$ cat src/rtl/fifo_sched_pkg.sv
// rtl/fifo_sched_pkg.sv - shared types, widths and checksum helper for the FIFO burst scheduler
package fifo_sched_pkg;

  localparam int BYTE_W    = 8;
  localparam int PKT_CNT_W = 16;

  typedef enum logic [2:0] {
    ST_IDLE = 3'd0,
    ST_HDR  = 3'd1,
    ST_RD   = 3'd2,
    ST_WAIT = 3'd3,
    ST_DATA = 3'd4,
    ST_CSUM = 3'd5
  } state_t;

  // Two's-complement of the running sum so that header + payload + checksum wraps to zero.
  function automatic logic [BYTE_W-1:0] csum_byte(input logic [BYTE_W-1:0] sum);
    return (~sum) + 8'd1;
  endfunction

endpackage

$ cat src/rtl/fifo_sched_timer.sv
// rtl/fifo_sched_timer.sv - saturating idle timeout counter for the burst scheduler
module fifo_sched_timer #(
  parameter int TIMEOUT = 1000,
  parameter int TIMER_W = 16
) (
  input  logic clk,
  input  logic rst,
  input  logic clear,
  input  logic count_en,
  output logic expired
);

  localparam logic [TIMER_W-1:0] LIMIT = TIMER_W'(TIMEOUT);
  localparam logic [TIMER_W-1:0] ONE   = TIMER_W'(1);

  logic [TIMER_W-1:0] count;

  always_ff @(posedge clk or posedge rst) begin
    if (rst) begin
      count <= '0;
    end else if (clear) begin
      count <= '0;
    end else if (count_en && (count != LIMIT)) begin
      count <= count + ONE;
    end
  end

  assign expired = (count == LIMIT);

endmodule

$ cat src/rtl/fifo_burst_sched.sv
// rtl/fifo_burst_sched.sv - FIFO read-side burst scheduler emitting length/payload packets
// Optional trailing checksum byte enabled by defining FIFO_SCHED_CSUM_EN.
module fifo_burst_sched
  import fifo_sched_pkg::*;
#(
  parameter int MAX_BURST = 16,
  parameter int THRESH    = 8,
  parameter int TIMEOUT   = 1000,
  parameter int TIMER_W   = 16
) (
  input  logic                 clk,
  input  logic                 rst,
  input  logic                 enable,
  input  logic [BYTE_W-1:0]    fifo_cnt,
  input  logic [BYTE_W-1:0]    fifo_data,
  output logic                 fifo_rd_en,
  output logic [BYTE_W-1:0]    tx_data,
  output logic                 tx_valid,
  input  logic                 tx_ready,
  output logic                 busy,
  output logic [PKT_CNT_W-1:0] pkt_cnt
);

  localparam logic [BYTE_W-1:0] MAX_B = BYTE_W'(MAX_BURST);
  localparam logic [BYTE_W-1:0] THR   = BYTE_W'(THRESH);

  state_t            state;
  logic [BYTE_W-1:0] remaining;
`ifdef FIFO_SCHED_CSUM_EN
  logic [BYTE_W-1:0] sum;
`endif

  logic              timer_expired;
  logic              timer_clear;
  logic              timer_count;
  logic              start;
  logic [BYTE_W-1:0] start_len;

  assign start_len   = (fifo_cnt > MAX_B) ? MAX_B : fifo_cnt;
  assign start       = (state == ST_IDLE) && enable &&
                       ((fifo_cnt >= THR) || ((fifo_cnt != '0) && timer_expired));
  assign timer_count = (state == ST_IDLE) && (fifo_cnt != '0) && (fifo_cnt < THR);
  assign timer_clear = (state != ST_IDLE) || (fifo_cnt == '0) || start;

  fifo_sched_timer #(
    .TIMEOUT (TIMEOUT),
    .TIMER_W (TIMER_W)
  ) u_timer (
    .clk      (clk),
    .rst      (rst),
    .clear    (timer_clear),
    .count_en (timer_count),
    .expired  (timer_expired)
  );

  // tx_data doubles as the latched length while the header is on the wire.
  always_ff @(posedge clk or posedge rst) begin
    if (rst) begin
      state      <= ST_IDLE;
      remaining  <= '0;
`ifdef FIFO_SCHED_CSUM_EN
      sum        <= '0;
`endif
      fifo_rd_en <= 1'b0;
      tx_data    <= '0;
      tx_valid   <= 1'b0;
      busy       <= 1'b0;
      pkt_cnt    <= '0;
    end else begin
      case (state)
        ST_IDLE: begin
          if (start) begin
            remaining <= start_len;
`ifdef FIFO_SCHED_CSUM_EN
            sum       <= start_len;
`endif
            tx_data   <= start_len;
            tx_valid  <= 1'b1;
            busy      <= 1'b1;
            state     <= ST_HDR;
          end
        end
        ST_HDR: begin
          if (tx_ready) begin
            tx_valid   <= 1'b0;
            fifo_rd_en <= 1'b1;
            state      <= ST_RD;
          end
        end
        ST_RD: begin
          fifo_rd_en <= 1'b0;
          state      <= ST_WAIT;
        end
        ST_WAIT: begin
          tx_data   <= fifo_data;
`ifdef FIFO_SCHED_CSUM_EN
          sum       <= sum + fifo_data;
`endif
          remaining <= remaining - 8'd1;
          tx_valid  <= 1'b1;
          state     <= ST_DATA;
        end
        ST_DATA: begin
          if (tx_ready) begin
            if (remaining != '0) begin
              tx_valid   <= 1'b0;
              fifo_rd_en <= 1'b1;
              state      <= ST_RD;
            end else begin
`ifdef FIFO_SCHED_CSUM_EN
              tx_data <= csum_byte(sum);
              state   <= ST_CSUM;
`else
              tx_valid <= 1'b0;
              tx_data  <= '0;
              busy     <= 1'b0;
              pkt_cnt  <= pkt_cnt + 16'd1;
              state    <= ST_IDLE;
`endif
            end
          end
        end
`ifdef FIFO_SCHED_CSUM_EN
        ST_CSUM: begin
          if (tx_ready) begin
            tx_valid <= 1'b0;
            tx_data  <= '0;
            busy     <= 1'b0;
            pkt_cnt  <= pkt_cnt + 16'd1;
            state    <= ST_IDLE;
          end
        end
`endif
        default: begin
          fifo_rd_en <= 1'b0;
          tx_valid   <= 1'b0;
          busy       <= 1'b0;
          state      <= ST_IDLE;
        end
      endcase
    end
  end

endmodule

$ cat config.mk
export PLATFORM = sky130hd
export DESIGN_NAME = fifo_burst_sched
export DESIGN_NICKNAME = d
export VERILOG_FILES = /design/src/rtl/fifo_sched_pkg.sv /design/src/rtl/fifo_sched_timer.sv /design/src/rtl/fifo_burst_sched.sv
export SDC_FILE = /design/constraint.sdc
export NUM_CORES = 1
export LEC_CHECK = 0
export CAP_MARGIN = 20
export CORE_AREA = 3 3 79 81
export DETAILED_ROUTE_END_ITERATION = 6
export DIE_AREA = 0 0 82 84
export GPL_TIMING_DRIVEN = 0
export PLACE_DENSITY = 0.75
export REMOVE_ABC_BUFFERS = 1
export SETUP_SLACK_MARGIN = 0.3
export SYNTH_ARGS = -nofsm -noshare
export SYNTH_HDL_FRONTEND = slang
export SYNTH_HIERARCHICAL = 1
export SYNTH_SLANG_ARGS = --single-unit
$ cat constraint.sdc
create_clock -name clk -period 3.8 [get_ports clk]
set_clock_uncertainty 0.1 [all_clocks]
set_input_delay 1.14 -clock clk [delete_from_list [all_inputs] [get_ports clk]]
set_output_delay 1.14 -clock clk [all_outputs]
set_load 0.1 [all_outputs]
# Yosys cells after proc, flatten, opt, wreduce, memory -nomap -nowiden
# Index checks and enable logic that the tools add are counted.
totals:
  ff_bits: 54
  input_bits: 20
  wordCells: 80
  output_inout_bits: 27
classes:
  mux: 23
  eq_ne: 12
  n_lt_le_gt_ge: 3
  addsub: 3
  reduce_logical: 27
  bitwise: 4
ops:
  columns: ["operator", "count"]
  rows:
  - ["16-bit by 1-bit adder with 16-bit output, second input constant", 2]
  - ["16-bit 2-to-1 mux", 2]
  - ["8-bit 2-to-1 mux", 4]
  - ["8-bit one-hot mux with 3 select lines", 1]
  - ["16-bit by 10-bit equality test with 1-bit output, second input constant", 1]
  - ["16-bit by 10-bit != test with 1-bit output, second input constant", 1]
  - ["8-bit one-hot mux with 2 select lines", 1]
  - ["8-bit nonzero test", 2]
  - ["3-bit one-hot mux with 5 select lines", 1]
  - ["4-bit AND reduction", 3]
  - ["2-bit != test, second input constant", 5]
  - ["3-bit 2-to-1 mux", 3]
  - ["3-bit AND reduction", 3]
  - ["8-bit by 4-bit >= comparator with 1-bit output, second input constant", 1]
  - ["8-bit by 5-bit > comparator with 1-bit output, second input constant", 1]
  - ["8-bit zero test", 1]
  - ["8-bit by 4-bit < comparator with 1-bit output, second input constant", 1]
  - ["8-bit by 1-bit subtractor with 8-bit output, second input constant", 1]
  - ["1-bit 2-to-1 mux", 7]
  - ["3-bit by 2-bit equality test with 1-bit output, second input constant", 2]
  - ["1-bit logical AND", 6]
  - ["1-bit one-hot mux with 3 select lines", 2]
  - ["3-bit nonzero test", 2]
  - ["1-bit inverter", 4]
  - ["other kinds (11)", 15]

# Longest topological paths before layout
depth:
  word_depth: 6
  ltp_mapped: 11
  ltp_nobuf: 10

# Hierarchy
# Netlist, hierarchy kept.
by_module_without_submodules:
  columns: ["module", "n_inst", "cells_each", "seq_area_each_um2", "area_each_um2"]
  rows:
  - ["fifo_burst_sched", 1, 210, 950.9, 2095.8]
  - ["fifo_sched_timer", 1, 92, 400.4, 889.6]

# Least setup slack after synthesis
# No wires, ideal clock.
synth_path:
  path_kind: "input to register"
  from: "input port fifo_cnt[7]"
  to: "register u_timer.count[15]"
  path_slack_ps: 249
  required_ps: 3575
  cell_stages: 6
  n_path_buf: 1
  t_arrival_ps: 3326
  setup_time_ps: 125
  path_cell_list: "or4_1 -> clkbuf_1 -> nor3_1 -> nand4_1 -> nor4_1 -> mux2_2"
synth_between:
  elab_cells_between_ends: 14
  classes_between: "2 x order compare; 1 x mux; 11 x reduce/logical"
synth_lines:
  columns: ["element", "line_no", "rtl"]
  rows:
  - ["from (decl)", "fifo_burst_sched.sv:14", "input logic [BYTE_W-1:0] fifo_cnt,"]
  - ["branches (longest 2 deep; another with 8-bit by 4-bit < comparator with 1-bit output)", null, null]
  - ["1-bit logical AND *", "fifo_burst_sched.sv:42", "assign timer_count = (state == ST_IDLE) && (fifo_cnt != '0) && (fifo_cnt < THR);"]
  - ["net timer_count", "fifo_burst_sched.sv:35", "logic timer_count;"]
  - ["1-bit logical AND *", "fifo_sched_timer.sv:23", "end else if (count_en && (count != LIMIT)) begin"]
  - ["2-bit nonzero test (no source line) *", null, null]
  - ["to (signal assigned)", "fifo_sched_timer.sv:24", "count <= count + ONE;"]
  - ["to (decl)", "fifo_sched_timer.sv:16", "logic [TIMER_W-1:0] count;"]
# Mark *: on every way through the listed nets, which the timed path passes.
# A chain may end at the register's enable or synchronous reset.

# Final worst setup path
layout_path:
  from: "input port fifo_cnt[7]"
  to: "register u_timer.count[11]"
# The elaborated chain is that of the path after synthesis.

==> flow_summary.toml <==
[place]
place_hpwl_um = 4750
dpl_cell_area_sq_um = 3500
port_buffers = 46
place_congestion = 0.824
dp_cells = 409

[floorplan]
coreArea_sq_um = 5540
rows = 27
dieArea_sq_um = 6890
die_y_um = 84
io_pins = 47
initial_core_util_pct = 53.9
die_w_um = 82

[critical_path]
crit_required_ns = 3.90
end_kind = "flip-flop"
worstSetupEndpoint = "u_timer/count[11]"
startpoint = "fifo_cnt[7]"
reg2reg_to = "u_timer/count[14]"
cp.arrival_ns = 3.52
timing.rr.start = "u_timer/count[11]"
rr_worst_depth = 9
crit_path_max_fanout = 9
critPathKind = "primary input to flip-flop"
critPathLaunchType = "primary input"
reg2reg_setup_slack_ns = 0.79

[power_and_ir_drop]
leakagePower_nw = 1.45
power_w = 0.00219
powerDensity_nw_per_um2 = 601
peakVddDrop_uv = 480

[clock_network]
clockBufferDepth = 2
cts.clk_slew.worst_paths_ns = 0.10
cts_hold_buf = 0
cts_sinks = 54
cts_buffers = 5
cts_root_buf = "clkbuf_8"
clk_latency_ns = 0.31
htree_levels = 2
cts_tree = "done"

[synthesis]
synthesis.area_sq_um = 2990
yosysWarnings = 6
synth_flop_cell = "dfrtp_1"
avgSynthCellArea_sq_um = 9.89
synth-edff-count = 0
ys_seq_area_share_pct = 45.3
synth_seq_cells = 54
postSynth.asyncResetShare_pct = 100
syn_inst = 302
synth.distinct_cells = 56

[status]
outcome = "finished, final reports clean"

[global_routing]
antenna_found_initial = 0
first_global_vias = 2333
grt_pass1_wl_um = 11100
grt_usage_pct = 20.1
grt_max_degree = 39
grt_overflow = 0

[min_path]
hp-class = "flip-flop to flip-flop"
min_from = "pkt_cnt[15]"

[drt]
drc_errors = 0
wl_per_cell_um = 15.5
num_vias = 2419
drtAntennaViolNets = 0
vias_per_cell = 5.76
dr.pass1.iters = 4
drt_wl_total_um = 6500
drtIter0Drc = 126

[timing]
setup_viol = 0
slew_headroom_pct = 33.9
finalCritPeriodShare_pct = 89.9
rsz0062_at_grt = "false"
max_freq_mhz = 293
worst_pin_slew_ns = 0.988
final-hold-violation-count = 0
drv_slew = 0
period_needed_ns = 3.42

[layout]
final_area_sq_um = 3640
fin_cells = 420
num-fill-cells = 465
layout_common_cells = "dfrtp_1, clkdlybuf4s50_1, nor2_1"
diodes = 0
drive_above_1_share_pct = 12.9
nNetsFinal = 371
mostFrequentLayoutCell = "dfrtp_1"
area_delta_synth_final_pct = 22.0

[run]
drv_cap = 0
worst max-delay path, stage by stage:
cell and delay [ns]:
clkdlybuf4s50_1 0.42, or4_4 0.63, nor3_4 0.29, nand4_1 0.27, buf_4 0.21, nor4_1 0.34
xnor2_1 0.16, nor2_1 0.06
area by class of cell:
class / count / area [sq um] / area share [%]
Clock inverter: 3 / 21.3 / 0.584
Sequential cell: 54 / 1350 / 37.1
Clock buffer: 5 / 68.8 / 1.89
Inverter: 16 / 60.1 / 1.65
Tap cell: 72 / 90.1 / 2.47
Timing Repair Buffer: 50 / 494 / 13.6
Multi-Input combinational cell: 220 / 1560 / 42.8
cells by family after synthesis:
family | share of synthesized area [%]
fa+ha+maj | 1.68
compound gates | 10.9
simple gates | 26.1
buf+inv | 3.77
flops | 45.3
xor+xnor | 7.92
mux | 4.36
metal layers:
layer  track usage [%]  wire length (um)  up-vias
met5                 0                 0        -
met4              4.98                55        0
met3              4.21               250        4
met2              32.5              3240       49
met1              27.3              2950     1178
li1                  -                 -     1188
report_power, final:
part / internal [W] / switching, W / total [W]
combinational: 0.000337 / 0.000731 / 0.00107
clock: 0.000130 / 0.000190 / 0.000320
sequential: 0.000676 / 0.000124 / 0.000800
flip-flops by register name, indices dropped and copies added (netlist names):
name,count
pkt_cnt,16
u_timer/count,16
remaining,8
tx_data,8
state,3
busy,1
fifo_rd_en,1
tx_valid,1
worst min-delay path by stage:
stage	to	slack [ns]	cells after the start
floorplan	remaining[7]	0.38	1
global placement	pkt_cnt[15]	0.36	1
detailed placement	pkt_cnt[15]	0.37	1
CTS	pkt_cnt[15]	0.38	1
global route	pkt_cnt[15]	0.40	1
finish	pkt_cnt[15]	0.38	1
synth_stat cells, drive strengths merged (2+ instances only):
cell | instances | area (sq um)
o31ai | 3 | 22.5
mux2i | 4 | 40.0
nor3b | 2 | 15.0
a22o | 4 | 35.0
o21a | 2 | 15.0
nand3 | 15 | 75.1
and3 | 4 | 26.3
or3 | 6 | 38.8
nand2 | 18 | 67.6
a32oi | 2 | 17.5
nor2 | 27 | 101
clkbuf | 10 | 37.5
nor4 | 13 | 96.3
xnor2 | 17 | 149
o22ai | 2 | 12.5
a21oi | 8 | 40.0
inv | 16 | 60.1
mux2 | 8 | 90.1
nand4 | 12 | 75.1
buf | 2 | 15.0
dfrtp | 54 | 1350
or4 | 5 | 45.0
nor2b | 3 | 18.8
o21ai | 10 | 50.1
nor3 | 17 | 110
nand3b | 2 | 15.0
xor2 | 10 | 87.6
ha | 4 | 50.1
or4b | 2 | 23.8
through the flow:
stage               setup WS [ns]  setup TNS (ns)  hold WS [ns]  util (%)
finish                      0.384               0         0.378      65.8
detailed placement         -0.595           -3.79         0.369      63.2
CTS                         0.351               0         0.384      65.5
floorplan                   0.246               0         0.376         -
global route                0.301               0         0.402      65.8
global placement           -0.749           -8.62         0.357      62.9
timing repair:
action / 4_1_cts / 5_1_grt
gates cloned: 0 / 0
pin swaps: 1 / 2
setup endpoints to repair: 13 / 4
gates resized for setup: 3 / 3
setup buffers: 3 / 0
No activity file was read; power rests on OpenSTA's default activity.
==> patch: new RTL, same flow settings <==
Change the package constant `BYTE_W` from 8 to 10.
--- a/src/rtl/fifo_sched_pkg.sv
+++ b/src/rtl/fifo_sched_pkg.sv
@@ -1,7 +1,7 @@
 // rtl/fifo_sched_pkg.sv - shared types, widths and checksum helper for the FIFO burst scheduler
 package fifo_sched_pkg;
 
-  localparam int BYTE_W    = 8;
+  localparam int BYTE_W    = 10;
   localparam int PKT_CNT_W = 16;
 
   typedef enum logic [2:0] {
Interface: changed (resized fifo_cnt, fifo_data and tx_data); port bits go from 47 to 53. The function was not compared with the original's and may differ.
==> patch against the original RTL <==
- synthesized cell count grew 9.9%
- final cell count grew 9.3%
- setup slack gained 0.093 ns
- sequential cell count grew 4
- total power grew 18%
- clock power grew 50%
- register-to-register slack lost 0.18 ns
- final area grew 12%
- routed wire length grew 22%
- synthesized area grew 13%
- critical path type unchanged
- largest cell class unchanged
==> patch: results (changes against the original RTL) <==
Worst setup path
  • Max Fanout on Critical Path: 7 (-2)
  • R2r setup slk: 0.61 ns (-0.18 ns)
  • Crit-path slowest cell: clkdlybuf4s50_1
  • Setup crit end: u_timer/count[15]$_DFFE_PP0P_
  • RR Startpoint: u_timer/count[10]$_DFFE_PP0P_
  • Max stage delay on crit path: 0.45 ns (-0.18 ns)
  • CP arrival: 3.43 ns (-0.09 ns)

Detailed routing
  • DRT met1 WL: 3510 µm (+19%)
  • Routed via count: 2799 (+16%)
  • DRT Wirelength: 7900 µm (+22%)
  • WL met2: 3750 µm (+16%)
  • DR WL met3: 464 µm (+86%)

Yosys
  • Netlist cell types: 61 (+8.9%)
  • Synth area leaders: dfrtp_1 (43%), xor2_1 (3.9%), xnor2_1 (3.1%)
  • Synth top cells by count: dfrtp_1 (58), nor2_1 (26), inv_1 (21)

Clock tree
  • Number of buffers inserted during clock tree synthesis: 9 (+4)
  • Clock latency at the later pin of the worst-skew pair: 0.33 ns (+0.02 ns)

Power and ir drop
  • P_int: 1.36 mW (+19%)
  • Leakage: 1.65 nW (+14%)

Global route
  • Met1 GRT Util: 31.9% (+4.6 points)
  • GRT Overall Usage: 24.6% (+4.4 points)
  • GR Layer Usage met3: 4.32% (+0.11 points)
  • GRT met2 Usage: 38.9% (+6.3 points)
  • First-pass GRT wire length: 13200 µm (+19%)
  • Vias in the first global route: 2742 (+18%)

Cells and area
  • Final #Nets: 413 (+11%)
  • Share of cells above drive strength 1: 12.4% (-0.53 points)

STA
  • Worst-Margin Slew: 1.01 ns (+0.0226 ns)

Status
  • Outcome: finished clean

Placed design
  • Placed inst area: 0.00389 mm² (+11%)
## patch: cell count changes after synthesis, sizes merged, moves of 4 or more
cell	before	now
a211oi	0	8
buf	2	10
clkbuf	10	4
nor4	13	19
or3	6	12
inv	16	21
mux2	8	3
xnor2	17	12
xor2	10	15
a221oi	1	5
a22o	4	0
a22oi	1	5
dfrtp	54	58
## patch: area by class of cell
type / instances / area, µm²
well taps: 72 / 90.1
clock inverters: 3 / 17.5
flip-flops and latches: 58 / 1450
fillers: 419 / 1450
inverters: 21 / 78.8
multi-input cells: 239 / 1770
clock buffers: 11 / 141
repair buffers: 55 / 543
## patch: timing repair
action / 4_1_cts / 5_1_grt
pin swaps: 2 / 1
setup endpoints to repair: 16 / 5
buffers inserted: 2 / 1
gates resized for setup: 2 / 1
## patch: kinds of logic (layout without fill, tap and decap cells)
group / after synthesis / count (layout) / share of synthesized area [%]
flip-flops: 58 / 58 / 42.9
XOR/XNOR: 27 / 27 / 6.99
AND/OR/NAND/NOR: 142 / 142 / 25.3
AO/OA/AOI/OAI: 59 / 59 / 15.8
buffers and inverters: 35 / 90 / 5.29
multiplexers: 6 / 6 / 1.89
adder cells (fa/ha/maj): 5 / 5 / 1.85
## patch: power by group through the flow
| stage | Combinational (mW) | Clock (mW) | Sequential, mW |
|---|---|---|---|
| after detailed placement | 1.23 | 0 | 0.876 |
| final | 1.24 | 0.479 | 0.867 |
| after global routing | 1.32 | 0.515 | 0.885 |
| after floorplan | 0.538 | 0 | 1.25 |
| after global placement | 1.21 | 0 | 0.864 |
| after CTS | 1.24 | 0.491 | 0.864 |
## patch: per-stage QoR
stage / worst slack (ns) / cells
5_1_grt: 0.401 / 459
6_report: 0.477 / 459
3_5_place_dp: -1.06 / 442
4_1_cts: 0.360 / 458
3_3_place_gp: -1.08 / 442
2_1_floorplan: 0.122 / 318
